===== src/rtl/uart_pkg.sv =====
// uart_pkg: shared UART types, widths and a small index helper
package uart_pkg;
  localparam int DW_DEF = 8;
  localparam int CNT_W = 16;
  typedef enum logic [1:0] {
    IDLE  = 2'd0,
    LOAD  = 2'd1,
    BLANK = 2'd2,
    WAIT  = 2'd3
  } state_t;
  function automatic int wrap_add(input int a, input int b, input int n);
    return (a + b) % n;
  endfunction
endpackage


===== src/rtl/rr_pick.sv =====
// rr_pick: rotating-priority selector, first eligible index at or after ptr
module rr_pick import uart_pkg::*; #(
  parameter int NREQ = 4,
  parameter int PW = 2
) (
  input  logic [NREQ-1:0] eligible,
  input  logic [PW-1:0]   ptr,
  output logic            found,
  output logic [PW-1:0]   index
);
  // scanning from the far end lets the closest-to-ptr hit overwrite the rest
  always_comb begin
    found = 1'b0;
    index = '0;
    for (int k = NREQ - 1; k >= 0; k--) begin
      if (eligible[PW'(wrap_add(int'(ptr), k, NREQ))]) begin
        found = 1'b1;
        index = PW'(wrap_add(int'(ptr), k, NREQ));
      end
    end
  end
endmodule


===== src/rtl/tx_arbiter.sv =====
// tx_arbiter: round-robin byte scheduler in front of the UART transmit engine,
// with per-requester lock to keep multi-byte messages contiguous
module tx_arbiter import uart_pkg::*; #(
  parameter int NREQ = 4,
  parameter int DW = DW_DEF
) (
  input  logic                     clk,
  input  logic                     rst,
  input  logic [NREQ-1:0]          req,
  input  logic [NREQ*DW-1:0]       wdata,
  input  logic [NREQ-1:0]          lock,
  output logic [NREQ-1:0]          ack,
  input  logic                     tx_ready,
  output logic                     load,
  output logic [DW-1:0]            tx_data,
  output logic [$clog2(NREQ)-1:0]  owner,
  output logic                     busy,
  output logic [CNT_W-1:0]         sent_cnt
);
  localparam int PW = $clog2(NREQ);
  state_t state, state_n;
  logic own_vld, found, grant;
  logic [PW-1:0] ptr, g;
  logic [NREQ-1:0] eligible;
  rr_pick #(.NREQ(NREQ), .PW(PW)) u_pick (
    .eligible(eligible),
    .ptr(ptr),
    .found(found),
    .index(g)
  );
  always_comb begin
    eligible = (own_vld && lock[owner]) ? (req & (NREQ'(1) << owner)) : req;
    grant = state == IDLE && tx_ready && found;
    state_n = grant ? LOAD :
              state == LOAD ? BLANK :
              state == BLANK ? WAIT :
              (state == WAIT && tx_ready) ? IDLE : state;
  end
  always_ff @(posedge clk or posedge rst) begin
    if (rst) begin
      state <= IDLE;
      load <= 1'b0;
      ack <= '0;
      tx_data <= '0;
      owner <= '0;
      own_vld <= 1'b0;
      ptr <= '0;
      busy <= 1'b0;
      sent_cnt <= '0;
    end else begin
      state <= state_n;
      load <= grant;
      ack <= grant ? (NREQ'(1) << g) : '0;
      busy <= state_n != IDLE;
      if (grant) begin
        tx_data <= wdata[g*DW +: DW];
        owner <= g;
        own_vld <= lock[g];
        ptr <= (g == PW'(NREQ - 1)) ? '0 : g + 1'b1;
        sent_cnt <= sent_cnt + 1'b1;
      end else if (state == IDLE && !lock[owner]) begin
        own_vld <= 1'b0;
      end
    end
  end
endmodule


===== config.mk =====
export PLATFORM = sky130hd
export DESIGN_NAME = tx_arbiter
export DESIGN_NICKNAME = d
export VERILOG_FILES = /design/src/rtl/uart_pkg.sv /design/src/rtl/rr_pick.sv /design/src/rtl/tx_arbiter.sv
export SDC_FILE = /design/constraint.sdc
export NUM_CORES = 1
export LEC_CHECK = 0
export CORE_ASPECT_RATIO = 1.4
export CORE_UTILIZATION = 47
export CTS_BUF_LIST = sky130_fd_sc_hd__clkbuf_2
export CTS_CLUSTER_SIZE = 25
export DETAILED_ROUTE_END_ITERATION = 8
export PLACE_DENSITY = 0.85
export SLEW_MARGIN = 20
export SYNTH_ARGS = -nofsm -noshare
export SYNTH_HDL_FRONTEND = slang
export SYNTH_SLANG_ARGS = --single-unit
export TNS_END_PERCENT = 50

===== constraint.sdc =====
create_clock -name clk -period 3.3 [get_ports clk]
set_clock_uncertainty 0.2 [all_clocks]
set_input_delay 0.495 -clock clk [delete_from_list [all_inputs] [get_ports clk]]
set_output_delay 0.495 -clock clk [all_outputs]
set_load 0.05 [all_outputs]

After elaboration in Yosys (flattened, before gate mapping)
Cells that the tools add are included.
W data, S select, Z words.
{"block": "op_classes", "add_sub_neg": 5, "mul": 0, "div_mod_pow": 0, "n_lt_le_gt_ge": 6, "eq_ne": 4, "n_shift": 3, "mux": 33, "bitwise_logic": 1, "reduce_logical": 9}
{"operator": "$shiftx A32 B6 Y8", "count": 1}
{"operator": "$mux W2", "count": 9}
{"operator": "$add A16 B1 Y16 const B", "count": 1}
{"operator": "$lt A2 B4 Y1 const B", "count": 4}
{"operator": "$mux W1", "count": 16}
{"operator": "$bmux W1 S2", "count": 6}
{"operator": "$mux W4", "count": 2}
{"operator": "$shl A1 B2 Y4 const A", "count": 2}
{"operator": "$eq A2 B2 Y1 const B", "count": 3}
{"operator": "$lt A2 B3 Y1 const B", "count": 2}
{"operator": "$logic_and A1 B1 Y1", "count": 5}
{"operator": "$add A2 B1 Y2 const B", "count": 2}
{"operator": "$add A2 B2 Y2 const B", "count": 2}
{"operator": "$and A4 B4 Y4", "count": 1}
{"operator": "$reduce_bool A2 Y1", "count": 2}
{"operator": "$eq A2 B1 Y1 const B", "count": 1}
{"operator": "$logic_not A2 Y1", "count": 1}
{"operator": "$logic_not A1 Y1", "count": 1}
{"block": "totals", "reg_bits": 37, "latch_bits": 0, "ram_bits": 0, "romBits": 0, "input_bits": 43, "elab_cells": 70, "memories": 0}

Logic depth before layout (Yosys ltp)
{"block": "logic_depth", "ltp_word": 14, "ltp_mapped": 12, "mapped_depth_nobuf": 9}

Cells and area by module
A second synthesis with hierarchy kept.
{"block": "unflattened", "cells_unflattened": 171, "hier_area_um2": 1891.8}
{"mod": "tx_arbiter", "n_inst": 1, "cells_each": 158, "area_each_um2": 1814.2, "seq_area_each_um2": 925.9}
{"mod": "rr_pick", "n_inst": 1, "cells_each": 13, "area_each_um2": 77.6, "seq_area_each_um2": 0.0}

Worst setup path before layout
OpenSTA, ideal clock, no wires.
{"block": "synth_path", "path_kind": "register -> register", "from": "register owner[0]", "to": "register tx_data[3]", "setup_ns": 0.126, "arrival_ns": 2.562, "t_required_ns": 2.974, "slack_ns": 0.412, "stages_incl_launch_ff": 9, "n_path_buf": 1, "period_less_slack_ns": 2.888, "cell_sequence": "dfrtp_1 mux2i_2 o22ai_4 mux2i_1 a2bb2oi_1 o211ai_2 buf_6 mux2_2 a221o_1"}
{"block": "synth_via", "elab_chain_cells": 12, "elab_cells_between_ends": 28, "cone_classes": "shift (2); mux (23); bitwise (1); reduce/logical (2)"}
{"item": "start: declaration", "line": "tx_arbiter.sv:16", "text": "output logic [$clog2(NREQ)-1:0] owner,"}
{"item": "start signal: assignment", "line": "tx_arbiter.sv:57", "text": "owner <= g;"}
{"item": "$bmux W1 S2", "line": "tx_arbiter.sv:32", "text": "eligible = (own_vld && lock[owner]) ? (req & (NREQ'(1) << owner)) : req;"}
{"item": "$mux W1 (not written as such)", "line": "tx_arbiter.sv:32"}
{"item": "$logic_and A1 B1 Y1", "line": "tx_arbiter.sv:32"}
{"item": "$mux W4 *", "line": "tx_arbiter.sv:32"}
{"item": "$bmux W1 S2", "line": "rr_pick.sv:16", "text": "if (eligible[PW'(wrap_add(int'(ptr), k, NREQ))]) begin"}
{"item": "$mux W1 (not written as such) (2 in series)", "line": "rr_pick.sv:16"}
{"item": "$mux W2 or $mux W1 (tied branches) (4 in series)", "line": "rr_pick.sv:16"}
{"item": "$shiftx A32 B6 Y8 or $logic_and A1 B1 Y1 (tied branches)", "line": "tx_arbiter.sv:56, tx_arbiter.sv:33"}
{"item": "end signal: assignment", "line": "tx_arbiter.sv:56", "text": "tx_data <= wdata[g*DW +: DW];"}
{"item": "end: declaration", "line": "tx_arbiter.sv:15", "text": "output logic [DW-1:0] tx_data,"}
Every way passes the cells marked *; elsewhere a longest branch is shown, timed or not. The select of a mux whose other input is x is not followed.
A chain may end at the register's enable or synchronous reset.

Final worst setup path
Ends and elaborated chain as after synthesis.

==> run_results.csv <==
group,metric,value,unit
drt,ant_nets,0,
floorplanning,die_w,59.0,um
floorplanning,coreArea,0.00427,sq mm
floorplanning,die_height,81.7,um
synthesis,yosysSeqAreaShare,0.434,
synthesis,synth_area_leaders,"dfrtp_1 (43%), mux2i_1 (8.9%), nand2_1 (3.9%), nor2_1 (3.7%), xor2_1 (3.7%)",
grt,grt_pass1_wl,8090,um
clock_tree,cts_hold_buf,0,
drt,vias,1875,
timing,rsz0062_at_grt,"false",
synthesis,synthesis.area,0.00213,sq mm
worst_setup_path,worst-endpoint-arrival,3.20,ns
pwr,power.leakage,1.39,nW
timing,final_max_slew_viol_count,0,
pwr,power.density,786,mW/mm^2
timing,holdWs,0.254,ns
final_layout,final_area,0.00302,sq mm
worst_setup_path,r2r_end,"tx_data[3]$_DFFE_PP0P_",
synthesis,ys_warn_count,0,
timing,setup_viol,0,
floorplanning,start_util,0.499,
clock_tree,post_cts_resized,0,
timing,fin_tns_setup,0,ns
final_layout,syn2layout_area_growth,41.7,%
synthesis,syn_nets,260,
grt,track_usage,0.223,
final_layout,drive_above_1_share,0.0952,
job,cap_violations,0,
final_layout,fin_util,0.708,
min_path,hp-class,"in -> async",
synthesis,netlist_instances,212,
worst_setup_path,endpoint_kind,"register",
pwr,combPwrFrac,0.583,
worst_setup_path,ff2ff_setup_slack,0.21,ns
synthesis,syn-mean-instance-area,10.1,sq um
clock_tree,htreeDepth,2,
synthesis,yosysUniqueCellTypes,45,
outcome,status,"completed",
timing,period_share,0.937,
synthesis,ys_async_sr_fraction,1.00,
final_layout,nets,341,
clock_tree,cts.sinks,37,
clock_tree,post-cts-setup-buffers,0,
final_layout,multi_input_area,0.00112,sq mm
worst_setup_path,crit_fanout,16,
timing,hold_violations,0,
synthesis,synth_area_leader_cell,"dfrtp_1",
synthesis,ys.flop_type,"dfrtp_1",
worst_setup_path,crit_path_cell_trace,"mux2i_2, o22ai_4, mux2i_1, a2bb2oi_1, o211ai_2, mux2_2, a221o_1",
final_layout,fillCellCount,350,
final_layout,seq_area,926,sq um
worst_setup_path,start_kind,"register",
grt,grt_overflow_total,0,
pwr,p_switching,1.08,mW
timing,post-route-min-period,3.09,ns
clock_tree,cts_root_buf,"clkbuf_2",
grt,grt_max_degree,38,
timing,clock.fmax,0.323,GHz
worst_setup_path,path_class,"reg -> reg",
synthesis,ys_seq_elements,37,
pwr,vdd_drop_max,0.535,mV
place,hpwl,3750,um
pwr,p_total,2.38,mW
clock_tree,worstSkewPairLatency,0.41,ns
place,port_buffers,74,
clock_tree,cts_max_path_buffers,2,
grt,grt_pass1_vias,1793,
final_layout,diodes,0,
pwr,pwr-share-clk,0.118,
clock_tree,cts_buffers,5,
clock_tree,path_clk_slew,0.21,ns
floorplanning,io_pins,75,
clock_tree,cts_tree,"done",
floorplanning,die_area,0.00482,sq mm
worst_setup_path,cpPeakStageDelay,0.73,ns
final_layout,final_common_cell,"clkdlybuf4s50_1",
pwr,seqPwrFrac,0.299,
synthesis,yosysTopAreaCellShare,0.434,
synthesis,synth_edf_count,0,
floorplanning,rows,28,
worst_setup_path,r2r_start,"owner[0]$_DFFE_PP0P_",
pwr,p_int,1.30,mW
grt,antenna_found_initial,0,
worst_setup_path,ff2ff_path_depth,7,
timing,maxSlewHeadroom,0.420,
worst_setup_path,cpMaxStageDelayCell,"dfrtp_1",
pwr,p_sw_frac,0.455,
worst_setup_path,cp_data_required_time,3.40,ns
place,dpl_cell_area,0.00296,sq mm
drt,drcViolationCount,0,
place,place_congestion,0.811,
drt,wirelength,4920,um
timing,worst_pin_slew,0.869,ns
drt,drt_iter0_markers,108,
drt,dr.pass1.iters,4,
final_layout,final_cell_mix,"clkdlybuf4s50_1 (74), dfrtp_1 (37), nand2_1 (22), nor2_1 (21), mux2i_1 (19)",
drt,avgRoutedWirePerCell,13.9,um
drt,via_per_inst,5.30,
## through the flow
step                cells  worst slack, ns
floorplan             212            0.412
global placement      346            0.130
detailed placement    346           0.0851
CTS                   354            0.228
global route          354          0.00313
finish                354            0.208
## worst max-delay path, delay by kind of cell, from the launching register on
family / cells / cell delay [ns]
AO/OA/AOI/OAI: 4 / 1.05
flip-flops: 1 / 0.73
multiplexers: 3 / 1.00
## cell usage after synthesis (all sizes together), types with 3 or more instances
master and number:
xor2 9, mux2 6, nor2 21, xnor2 6
nand3 5, dfrtp 37, nand2 22, and2 6
o21ai 6, and3b 3, nand4 5, clkbuf 4
nor3 3, a21oi 6, ha 5, nand2b 4
and3 4, a221oi 7, buf 5, mux2i 20
inv 8
## state kept, by name, summed over array words and instances, names as in the netlist
signal / count
owner: 2
load: 1
own_vld: 1
tx_data: 8
busy: 1
ack: 4
sent_cnt: 16
state: 2
ptr: 2
## power by group through the flow
stage | logic (mW) | clock network [mW] | registers, mW
4_1_cts | 1.39 | 0.284 | 0.708
3_3_place_gp | 1.37 | 0 | 0.714
5_1_grt | 1.48 | 0.302 | 0.732
3_5_place_dp | 1.39 | 0 | 0.715
6_report | 1.38 | 0.280 | 0.712
2_1_floorplan | 0.753 | 0 | 0.984
## final cells by class
class / count / area share
Timing Repair Buffer: 83 / 0.267
Inverter: 8 / 0.00993
Clock buffer: 5 / 0.00827
Multi-Input combinational cell: 158 / 0.370
Tap cell: 60 / 0.0248
Sequential cell: 37 / 0.306
Clock inverter: 3 / 0.0137
## cells by family (layout without fill, tap and decap cells)
group | after synthesis | in the layout | share of synthesized area
simple gates | 78 | 78 | 0.180
flops | 37 | 37 | 0.434
compound gates | 34 | 34 | 0.126
mux | 26 | 26 | 0.127
buf+inv | 17 | 99 | 0.0422
xor+xnor | 15 | 15 | 0.0615
fa+ha+maj | 5 | 5 | 0.0293
## how the worst max path moves through the flow
stage	endpoint	startpoint
final	tx_data[3]$_DFFE_PP0P_	owner[0]$_DFFE_PP0P_
after global routing	tx_data[2]$_DFFE_PP0P_	owner[0]$_DFFE_PP0P_
after CTS	tx_data[3]$_DFFE_PP0P_	owner[0]$_DFFE_PP0P_
after detailed placement	tx_data[3]$_DFFE_PP0P_	lock[1]
after global placement	tx_data[6]$_DFFE_PP0P_	lock[3]
after floorplan	tx_data[3]$_DFFE_PP0P_	owner[0]$_DFFE_PP0P_
## metal layers
metal	share of wire	vias to the layer above	global-route usage
li1	-	907	-
met1	0.40	910	0.261
met2	0.55	53	0.401
met3	0.035	5	0.0315
met4	0.017	0	0.0905
met5	0	-	0
Note: power is estimated with default switching activity, not from simulation.
